## src/rtl/filtered_ram_fill_sequencer.sv

```systemverilog
// Fill sequencer: walks host RAM addresses for one projection line and writes
// the delayed FIR results into a swappable bank, one address per cycle.
module filtered_ram_fill_sequencer #(
   parameter int kSLength            = 9,
   parameter int kFilteredDataLength = 16,
   parameter int kLineSize           = 256,
   parameter int kFirDelay           = 4
) (
   input  logic                                  clk,
   input  logic                                  reset,
   input  logic                                  fill_kick,
   input  logic signed [kFilteredDataLength-1:0] fir_val,
   output logic        [kSLength-1:0]            hs_s_val,
   output logic                                  hs_addr_valid,
   output logic                                  wr_en,
   output logic        [kSLength-1:0]            wr_addr,
   output logic signed [kFilteredDataLength-1:0] wr_data,
   output logic                                  fill_done,
   output logic                                  kick_overrun
);

   localparam logic [1:0] idle_s  = 2'd0;
   localparam logic [1:0] issue_s = 2'd1;
   localparam logic [1:0] drain_s = 2'd2;

   localparam logic [kSLength-1:0] kLastAddr = kSLength'(kLineSize - 1);

   logic [1:0]          state_q, state_d;
   logic [kSLength-1:0] cnt_q, cnt_d;
   logic                done_q, done_d;
   logic                ovr_q, ovr_d;
   logic                issue;

   // Delay line pairing each issued address with its FIR result.
   logic [kFirDelay-1:0]               pv_q, pv_d;
   logic [kFirDelay-1:0][kSLength-1:0] pa_q, pa_d;

   assign issue = (state_q == issue_s);

   always_comb begin
      state_d = state_q;
      cnt_d   = cnt_q;
      done_d  = done_q;
      ovr_d   = ovr_q;
      pv_d    = '0;
      pa_d    = '0;
      pv_d[0] = issue;
      pa_d[0] = issue ? cnt_q : '0;
      for (int i = 1; i < kFirDelay; i++) begin
         pv_d[i] = pv_q[i-1];
         pa_d[i] = pa_q[i-1];
      end
      unique case (state_q)
         idle_s: begin
            if (fill_kick) begin
               state_d = issue_s;
               cnt_d   = '0;
               done_d  = 1'b0;
            end
         end
         issue_s: begin
            if (fill_kick) ovr_d = 1'b1;
            if (cnt_q == kLastAddr) state_d = drain_s;
            else cnt_d = cnt_q + 1'b1;
         end
         drain_s: begin
            if (fill_kick) ovr_d = 1'b1;
            if (pv_q[kFirDelay-1] && pa_q[kFirDelay-1] == kLastAddr) begin
               state_d = idle_s;
               done_d  = 1'b1;
            end
         end
         default: state_d = idle_s;
      endcase
   end

   always_ff @(posedge clk) begin
      if (reset) begin
         state_q <= idle_s;
         cnt_q   <= '0;
         done_q  <= 1'b1;
         ovr_q   <= 1'b0;
         pv_q    <= '0;
         pa_q    <= '0;
      end else begin
         state_q <= state_d;
         cnt_q   <= cnt_d;
         done_q  <= done_d;
         ovr_q   <= ovr_d;
         pv_q    <= pv_d;
         pa_q    <= pa_d;
      end
   end

   assign hs_s_val      = cnt_q;
   assign hs_addr_valid = issue;
   assign wr_en         = pv_q[kFirDelay-1];
   assign wr_addr       = pa_q[kFirDelay-1];
   assign wr_data       = fir_val;
   assign fill_done     = done_q;
   assign kick_overrun  = ovr_q;

endmodule
```

## config.mk

```make
export PLATFORM = sky130hd
export DESIGN_NAME = filtered_ram_fill_sequencer
export DESIGN_NICKNAME = d
export VERILOG_FILES = /design/src/rtl/filtered_ram_fill_sequencer.sv
export SDC_FILE = /design/constraint.sdc
export NUM_CORES = 1
export LEC_CHECK = 0
export BUFFER_PORTS_ARGS = -buffer_cell sky130_fd_sc_hd__buf_2
export CAP_MARGIN = 20
export CORE_MARGIN = 2
export CORE_UTILIZATION = 45
export DETAILED_ROUTE_END_ITERATION = 10
export HOLD_SLACK_MARGIN = 0.02
export PLACE_DENSITY_LB_ADDON = 0.3
export SLEW_MARGIN = 20
export SYNTH_ARGS = -nofsm -noshare
export SYNTH_HDL_FRONTEND = slang
export SYNTH_SLANG_ARGS = --single-unit
```

## constraint.sdc

```tcl
create_clock -name clk -period 2.6 [get_ports clk]
set_clock_uncertainty 0.2 [all_clocks]
set_input_delay 0.26 -clock clk [delete_from_list [all_inputs] [get_ports clk]]
set_output_delay 0.26 -clock clk [all_outputs]
set_load 0.005 [all_outputs]
```

### Word-level counts from Yosys, hierarchy flattened

Cells that the tools add are included.

| storage, ports and cells | value |
|---|---|
| word-level logic and storage cells | 39 |
| register bits | 53 |
| bits of input ports | 19 |
| output and inout bits | 38 |

| cells by class | value |
|---|---|
| eq/ne operators | 8 |
| mux-type cells | 10 |
| add/sub/neg operators | 1 |
| bitwise gates (word level) | 1 |
| reductions and logical operators | 10 |

Operators by type and width:

| kind | number |
|---|---|
| 9-bit by 8-bit == test with 1-bit output (second input constant) | 2 |
| 9-bit 2-to-1 mux | 2 |
| 9-bit one-hot mux with 2 select lines | 1 |
| 9-bit by 1-bit adder with 9-bit output (second input constant) | 1 |
| 3-bit AND reduction | 3 |
| 2-bit 2-to-1 mux | 3 |
| 2-bit != test (second input constant) | 3 |
| 2-bit one-hot mux with 3 select lines | 1 |
| 2-bit nonzero test | 2 |
| 2-bit OR reduction | 2 |
| 2-bit by 1-bit == test with 1-bit output (second input constant) | 1 |
| 2-bit == test (second input constant) | 1 |
| 2-bit logical NOT | 1 |
| 1-bit 2-to-1 mux | 2 |
| 2-bit by 1-bit != test with 1-bit output (second input constant) | 1 |
| 1-bit one-hot mux with 2 select lines | 1 |
| 2-bit AND reduction | 1 |
| 1-bit logical AND | 1 |
| 1-bit inverter | 1 |

### Depth between registers and ports, before layout

Gate-level depths: netlist of the first run.

| depth | value |
|---|---|
| depth in word-level cells | 4 |
| gate-level depth with buffers | 9 |
| gate-level depth less buffers | 8 |

### Worst setup path after synthesis of the first run

Ideal clock, no wire load.

| path | value |
|---|---|
| kind | reg2reg |
| start | register cnt_q[0] (netlist: hs_s_val[0]) |
| end | register cnt_q[7] (netlist: hs_s_val[7]) |
| library setup time | 70 ps |
| cell stages (with the launch flop) | 10 |
| slack | 381 ps |
| period minus slack after synthesis | 2,219 ps |
| path buffers | 1 |
| arrival time | 1,949 ps |
| required time | 2,330 ps |
| cell sequence | dfxtp_1 ha_1 nand3_1 nor2_1 ha_1 nand2b_2 a21o_1 buf_6 or4_1 a21oi_1 |

| between the ends | value |
|---|---|
| word-level cells in the longest chain between the ends | 3 |
| elaborated cells between the ends (all ways) | 6 |
| those cells by class | add/sub: 1; eq/ne: 2; mux: 2; reduce/logical: 1 |

Ends and longest elaborated chain:

| element | RTL line | source |
|---|---|---|
| start: declaration | 29 | `logic [kSLength-1:0] cnt_q, cnt_d;` |
| start signal: assignment | 87 | `cnt_q <= cnt_d;` |
| 9-bit by 1-bit adder with 9-bit output or 9-bit by 8-bit == test with 1-bit output (tied branches) | 64, 63 |  |
| 9-bit 2-to-1 mux or 2-bit != test (tied branches) | n/a |  |
| 9-bit one-hot mux with 2 select lines or 3-bit AND reduction (tied branches) | n/a |  |

Several ways; a longest one is shown, not always the timed one. The select of a mux whose other input is x is not followed.
A chain may end at the register's enable or synchronous reset.

### Worst setup path after layout of the first run

Ends and elaborated chain as after synthesis.

==> reports/results.ini, run 1 <==
[outcome]
outcome=finished, final reports clean

[sta]
hold_viol=0
max_freq_mhz=421
final_max_slew_viol_count=0
rsz0062_at_grt=no
finalSetupViolCount=0
finalCriticalPeriod_ps=2380
worstMarginPinSlew_ps=659
period_share_pct=91.4
fin_tns_setup_ps=0
hold_ws_ps=43.7
relSlewSlack_pct=55.7

[worst_setup_path]
start_kind=register
slowest_stage=or4_1
worstSetupEndpointType=register
slowest_delay_ps=490
cp_cell_sequence=ha_1 > nand3_1 > nor2_1 > ha_1 > nand2b_2 > a21o_1 > or4_1 > a21oi_1
cp_common_cell=ha_1
path_max_fanout=11
worstPathArrival_ps=2410
worstPathRequired_ps=2630
critical_path_class=register to register

[drt]
first_pass_iters=4
totalWireLength_um=2730
drt_iter0_markers=60
ant_nets=0
drc_errors=0
dr_total_vias=1186
vias_per_cell=4.84
routedWlPerCell_um=11.2

[floorplan]
ioPinCount=57
coreArea_um2=4060
die_h_um=69.2
initial_core_util_pct=47.1
fp.dieW_um=69.2
dieArea_um2=4780
num_rows=23

[clock_tree]
htreeDepth=2
path_clk_slew_ps=90
cts_tree=built
cts.sinks=53
postCtsResizedCells=0
cts_inserted_buffers=5
cts_root_buf=clkbuf_8
clk_latency_ps=300
clock_path_buffers=2
postCtsHoldBufs=1
post_cts_buffers=0

[global_routing]
grt_pass1_vias=1036
grt_start_max_net_pins=31
grt_pass1_wl_um=4600
overflow=0
grtUsageTotal_pct=12.1
antenna_found_initial=0

[logic_synthesis]
ys_ff_latch=53
yosysWarnings=0
ys.flop_type=dfxtp_1
async_flop_share_pct=0
yosysSeqAreaShare_pct=55.5
syn_avg_cell_area_um2=10.4
netlist_area_um2=1910
synth_fp_nets=208
ys_types=33
synth_edf_count=0
syn_inst=183

[min_path]
worst_hold_path_type=input port to register

[placement]
dp_hpwl_um=1930
gp_congestion=0.896
io_buffers=24
post-place-cells=236

[cells_and_area]
utilization_pct=51.3
num-fill-cells=380
drive_gt1_share_pct=18.5
fin_nets=219
stdcell_count=245
regArea_um2=1060
diodes=0
multiInputGateArea_um2=673
area_delta_synth_final_pct=8.91

[power_and_ir_drop]
leakage_nw=0.850
pwr_density_cell_nw_per_um2=844
ir_drop_uv=421

[flow_run]
max_cap_violations=0

[cell usage after synthesis, drive strengths merged, types with 4 or more instances]
cell type | n | area, µm²
a21oi | 8 | 40.0
and2 | 9 | 56.3
buf | 17 | 131
clkbuf | 5 | 18.8
dfxtp | 53 | 1060
ha | 6 | 75.1
inv | 7 | 26.3
nand2 | 4 | 15.0
nand2b | 4 | 35.0
nor2 | 8 | 30.0
nor2b | 32 | 200
[final cells by class]
type	count	area share [%]
repair buffers	26	6.61
clock inverters	2	1.80
inverters	7	1.26
well taps	50	3.01
clock buffers	6	3.97
multi-input cells	101	32.4
flip-flops and latches	53	51.0
[logic make-up after synthesis]
logic type / after synthesis / synth area share, %
buffers and inverters: 29 / 9.23
multiplexers: 2 / 1.11
adder cells (fa/ha/maj): 6 / 3.93
XOR/XNOR: 2 / 0.917
AND/OR/NAND/NOR: 72 / 23.0
flip-flops: 53 / 55.5
AO/OA/AOI/OAI: 19 / 6.29
[metal layers]
| metal | vias to the layer above | routed length [µm] | track usage (%) |
|---|---|---|---|
| li1 | 601 | - | - |
| met4 | 0 | 70 | 6.75 |
| met5 | - | 0 | 0 |
| met3 | 8 | 215 | 5.85 |
| met1 | 536 | 1150 | 13.4 |
| met2 | 41 | 1290 | 19.1 |
[worst max-delay path: cells and delay by family, from the launching register on]
kind            cells  cell delay, ps
compound gates      2             420
fa+ha+maj           2             460
flops               1             370
simple gates        4             850
[registers in the layout, summed over array words and instances (netlist names)]
| signal | cells |
|---|---|
| kick_overrun | 1 |
| wr_addr | 9 |
| hs_s_val | 9 |
| pv_q | 4 |
| fill_done | 1 |
| pa_d | 27 |
| state_q | 2 |
[cell usage in the layout (no fill, tap or decap), types with 2 or more instances in the layout]
master    netlist  layout
dfxtp_1        53      53
nor2b_1        32      32
buf_2           0      24
and2_1          9       9
nor2_1          8       8
a21oi_1         8       8
inv_1           7       7
ha_1            6       6
clkbuf_8        0       6
nand2_1         4       4
nand4_1         3       3
nand3_1         3       3
o31ai_1         3       3
or4_1           3       3
o21bai_1        2       2
xnor2_1         2       2
nor4b_1         2       2
nand2b_1        2       2
[path summary, 6_finish.rpt]
| check | startpoint | end | slack [ps] | cells after the start |
|---|---|---|---|---|
| max | hs_s_val[0]$_SDFFE_PP0P_ | hs_s_val[7]$_SDFFE_PP0P_ | 220 | 8 |
| min | reset | hs_s_val[0]$_SDFFE_PP0P_ | 40 | 2 |
| max reg2reg | hs_s_val[0]$_SDFFE_PP0P_ | hs_s_val[7]$_SDFFE_PP0P_ | 220 | 8 |
| min reg2reg | pa_d[12]$_SDFF_PP0_ | pa_d[21]$_SDFF_PP0_ | 240 | 1 |
[stage by stage]
step / power [mW] / cell area, µm² / setup slack (ps)
final: 1.76 / 2080 / 224
after global routing: 1.85 / 2080 / 136
after CTS: 1.77 / 2080 / 244
after detailed placement: 1.21 / 1950 / 267
after global placement: 1.19 / 1950 / 379
after floorplan: 1.18 / 1910 / 381
[where the power goes]
part	internal (mW)	switching, mW	total [mW]
logic	0.129	0.190	0.319
registers	0.848	0.0225	0.870
clock network	0.313	0.253	0.566
total	1.29	0.465	1.76
Note: power is estimated with default switching activity, not from simulation.
==> run 2, diff against run 1 <==
--- a/config.mk
+++ b/config.mk
@@ -8,7 +8,8 @@
 export BUFFER_PORTS_ARGS = -buffer_cell sky130_fd_sc_hd__buf_2
 export CAP_MARGIN = 20
 export CORE_MARGIN = 2
-export CORE_UTILIZATION = 45
+export CORE_UTILIZATION = 50
+export CTS_CLUSTER_SIZE = 20
 export DETAILED_ROUTE_END_ITERATION = 10
 export HOLD_SLACK_MARGIN = 0.02
 export PLACE_DENSITY_LB_ADDON = 0.3
==> constraint.sdc (replaced) <==
create_clock -name clk -period 2.2 [get_ports clk]
set_clock_uncertainty 0.2 [all_clocks]
set_input_delay 0.22 -clock clk [delete_from_list [all_inputs] [get_ports clk]]
set_output_delay 0.22 -clock clk [all_outputs]
set_load 0.005 [all_outputs]
==> reports/results.ini, run 2 (synthesis results as in run 1) <==
[outcome]
outcome=finished, final reports clean

[worst_setup_path]
path_max_fanout=8
worstPathRequired_ps=2230
start_kind=register
worstSetupEndpointType=register
r2r_cells=8
worstPathArrival_ps=2170
critical_path_class=register to register

[floorplan]
die_h_um=65.8
fp.dieW_um=65.8
initial_core_util_pct=52.2
dieArea_um2=4330
num_rows=22
coreArea_um2=3660
ioPinCount=57

[global_routing]
grt_start_max_net_pins=32
grt_pass1_vias=1202
overflow=0
antenna_found_initial=0
grtUsageTotal_pct=15.6
grt_pass1_wl_um=5120

[drt]
routedWlPerCell_um=12.9
dr_total_vias=1278
ant_nets=0
drc_errors=0
first_pass_iters=4
totalWireLength_um=3280
vias_per_cell=5.01
drt_iter0_markers=70

[clock_tree]
path_clk_slew_ps=90
cts_inserted_buffers=5
cts.sinks=53
cts_tree=built
clock_path_buffers=2
htreeDepth=2
clk_latency_ps=300
cts_root_buf=clkbuf_8

[cells_and_area]
fin_nets=231
final_common_cell=dfxtp_1
final_cell_mix=dfxtp_1, nor2b_1, buf_2
drive_gt1_share_pct=25.6
diodes=0
largest_reg_flops=27
area_delta_synth_final_pct=14.4
num-fill-cells=311
stdcell_count=255

[placement]
dp_slack_ps=-23.8
post-place-cells=242
io_buffers=24
gp_congestion=0.942
dp_hpwl_um=2140

[sta]
rsz0062_at_grt=no
final_max_slew_viol_count=0
max_freq_mhz=467
fin_ws_ps=59.9
finalSetupViolCount=0
period_share_pct=97.3
hold_viol=0
finalCriticalPeriod_ps=2140
relSlewSlack_pct=60.6
fin_tns_setup_ps=0
worstMarginPinSlew_ps=590
hold_ws_ps=239

[power_and_ir_drop]
total_power_mw=2.05
pwr_density_cell_nw_per_um2=937
leakage_nw=0.895
ir_drop_uv=670

[min_path]
worst_hold_path_type=register to register
holdPathStages=1

[flow_run]
max_cap_violations=0

[run 2: cell count changes in the layout (fill, tap and decap cells not counted), sizes merged]
cell,before,now
buf,25,35
bufinv,1,0
dlygate4sd3,1,3
clkinvlp,1,2
[run 2: worst paths after layout]
check                                         startpoint                  endpoint  slack [ps]
worst max-delay path            hs_s_val[1]$_SDFFE_PP0P_  hs_s_val[5]$_SDFFE_PP0P_          60
worst min-delay path                 pa_d[28]$_SDFF_PP0_     wr_addr[1]$_SDFF_PP0_         240
worst max register to register  hs_s_val[1]$_SDFFE_PP0P_  hs_s_val[5]$_SDFFE_PP0P_          60
worst min register to register       pa_d[28]$_SDFF_PP0_     wr_addr[1]$_SDFF_PP0_         240
[run 2: layout make-up]
type / count / area, µm² / area share (%)
Tap cell: 48 / 60.1 / 2.75
Inverter: 7 / 26.3 / 1.20
Clock buffer: 6 / 72.6 / 3.32
Multi-Input combinational cell: 101 / 717 / 32.8
Clock inverter: 2 / 15.0 / 0.687
Sequential cell: 53 / 1060 / 48.6
Timing Repair Buffer: 38 / 233 / 10.6
[run 2: where the power goes]
group,total [mW],internal (mW),leakage [nW],switching [mW]
Clock,0.529,0.224,0.0374,0.305
Sequential,1.03,1.00,0.428,0.0229
Combinational,0.493,0.223,0.429,0.271
Total,2.05,1.45,0.895,0.598
[run 2: per-layer routing]
metal,GRT usage [%],wire [µm],vias up
li1,-,-,625
met1,17.1,1360,587
met2,25.3,1630,51
met3,4.60,205,15
met4,12.0,82,0
met5,0,0,-
[run 2: repair_timing]
| action | 4_1_cts | 5_1_grt |
|---|---|---|
| setup endpoints to repair | 2 | 3 |
| pin swaps | 0 | 4 |
| endpoints found under the hold margin | 4 | 0 |
| setup buffers | 0 | 2 |
| gates resized for setup | 2 | 8 |
| hold buffers | 3 | 0 |
[run 2: metrics by stage]
| stage | utilization [%] | cell area (µm²) |
|---|---|---|
| after global placement | 54.9 | 2010 |
| final | 59.7 | 2190 |
| after CTS | 58.5 | 2140 |
| after floorplan | - | 1910 |
| after detailed placement | 54.9 | 2010 |
| after global routing | 59.7 | 2190 |
[run 2: worst max-delay path: stages (launching register included)]
cell and delay, ps:
dfxtp_1 350, ha_4 170, nand3_1 70, nor2_1 50, ha_2 210, nand2b_4 160
a21o_4 260, or4_4 480, a21oi_2 130
==> run 3, diff against run 2 <==
--- a/config.mk
+++ b/config.mk
@@ -7,6 +7,7 @@
 export LEC_CHECK = 0
 export BUFFER_PORTS_ARGS = -buffer_cell sky130_fd_sc_hd__buf_2
 export CAP_MARGIN = 20
+export CORE_ASPECT_RATIO = 1.5
 export CORE_MARGIN = 2
 export CORE_UTILIZATION = 50
 export CTS_CLUSTER_SIZE = 20
==> reports/results.ini, run 3 (synthesis results as in run 1) <==
[power_and_ir_drop]
ir_drop_uv=886
leakage_nw=0.930
pwr_density_cell_nw_per_um2=1030

[outcome]
outcome=finished, final reports clean

[clock_tree]
cts_tree=built
clk_latency_ps=300
cts_inserted_buffers=5
htreeDepth=2
path_clk_slew_ps=90
cts.sinks=53
clock_path_buffers=2
cts_root_buf=clkbuf_8

[min_path]
holdPathStages=1
worst_hold_path_type=register to register
hold_end=pa_d[31]$_SDFF_PP0_
worstHoldStart=pa_d[22]$_SDFF_PP0_

[worst_setup_path]
worstPathArrival_ps=2170
slowest_delay_ps=490
cp.buffers_inverters=0
r2r_cells=8
timing.rr.start=hs_s_val[0]$_SDFFE_PP0P_
slowest_stage=or4_1
reg2reg_to=hs_s_val[7]$_SDFFE_PP0P_
start_kind=register
crit_family=simple AND/OR/NAND/NOR gates
worstPathRequired_ps=2230
r2r_slack_ps=60
cp_cell_sequence=ha_2 > nand3_1 > nor2_1 > ha_2 > nand2b_4 > a21o_4 > or4_1 > a21oi_2
critical_path_class=register to register
worstSetupEndpointType=register
cp_common_cell=ha_2
path_max_fanout=6

[cells_and_area]
fin_nets=232
multiInputGateArea_um2=713
drive_gt1_share_pct=27.4
num-fill-cells=303
area_delta_synth_final_pct=16.8
final_cell_mix=dfxtp_1, nor2b_1, buf_2
stdcell_area_um2=2230
diodes=0
largest_reg_flops=27
final_common_cell=dfxtp_1
regArea_um2=1060

[floorplan]
initial_core_util_pct=51.9
dieArea_um2=4340
die_h_um=79.7
num_rows=27
fp.dieW_um=54.5
coreArea_um2=3680
ioPinCount=57

[sta]
finalCriticalPeriod_ps=2140
finalSetupViolCount=0
worstMarginPinSlew_ps=625
relSlewSlack_pct=57.9
max_freq_mhz=467
period_share_pct=97.3
hold_ws_ps=239
hold_viol=0
final_max_slew_viol_count=0

[drt]
routedWlPerCell_um=12.7
dr_total_vias=1308
ant_nets=0
drt_iter0_markers=38
drc_errors=0
totalWireLength_um=3190
vias_per_cell=5.21
first_pass_iters=5

[global_routing]
grtUsageTotal_pct=16.1
antenna_found_initial=0
overflow=0
grt_pass1_wl_um=5060
grt_pass1_vias=1210
grt_start_max_net_pins=31

[placement]
dp_hpwl_um=2240
gp_congestion=0.797
io_buffers=24
dpl_cell_area_um2=2000

[flow_run]
max_cap_violations=0

[run 3: routing by layer]
metal | part of all wire [%] | global-route usage [%] | vias to the layer above
li1 | - | - | 633
met1 | 40 | 15.7 | 604
met2 | 51 | 27.0 | 60
met3 | 6.5 | 6.93 | 11
met4 | 2.6 | 9.25 | 0
met5 | 0 | 0 | -
[run 3: where the power goes]
| part | internal, mW | switching [mW] | leakage (nW) |
|---|---|---|---|
| Combinational | 0.233 | 0.282 | 0.433 |
| Sequential | 1.00 | 0.0237 | 0.429 |
| Clock | 0.451 | 0.293 | 0.0681 |
| Total | 1.69 | 0.599 | 0.930 |
[run 3: layout make-up]
cell class | count | area share, %
inverter | 7 | 1.18
sequential | 53 | 47.7
multi-input combinational | 101 | 32.0
clock inverter | 3 | 2.92
clock buffer | 5 | 3.08
tap | 43 | 2.41
timing repair buffer | 39 | 10.8
[run 3: worst max-delay path by stage]
stage | slack (ps) | end | cells after the start | startpoint
global route | -30 | hs_s_val[7]$_SDFFE_PP0P_ | 8 | hs_s_val[0]$_SDFFE_PP0P_
finish | 60 | hs_s_val[7]$_SDFFE_PP0P_ | 8 | hs_s_val[0]$_SDFFE_PP0P_
CTS | 30 | hs_s_val[5]$_SDFFE_PP0P_ | 8 | hs_s_val[1]$_SDFFE_PP0P_
detailed placement | -70 | hs_s_val[5]$_SDFFE_PP0P_ | 8 | hs_s_val[1]$_SDFFE_PP0P_
global placement | 80 | hs_s_val[5]$_SDFFE_PP0P_ | 8 | hs_s_val[1]$_SDFFE_PP0P_
floorplan | 10 | hs_s_val[7]$_SDFFE_PP0P_ | 9 | hs_s_val[0]$_SDFFE_PP0P_
[run 3: timing repair]
action                                  4_1_cts  5_1_grt
hold buffers                                  3        0
pin swaps                                     1        3
setup buffers                                 1        2
endpoints found under the hold margin         4        0
endpoints found under the setup margin        2        4
gates resized for setup                       5        6
[run 3: worst reg2reg max path, cell delays in order (launching register included)]
cell	delay, ps
dfxtp_2	340
ha_2	190
nand3_1	90
nor2_1	50
ha_2	190
nand2b_4	160
a21o_4	230
or4_1	490
a21oi_2	140
[run 3: through the flow]
stage	TNS [ps]	setup slack [ps]	power, mW	std cells	utilization [%]
6_report	0	59.8	2.29	251	60.6
5_1_grt	-27.6	-27.1	2.40	251	60.6
4_1_cts	0	28.0	2.26	249	59.5
3_5_place_dp	-114	-71.8	1.48	237	54.4
3_3_place_gp	0	78.8	1.46	237	54.4
2_1_floorplan	0	11.7	1.39	183	-
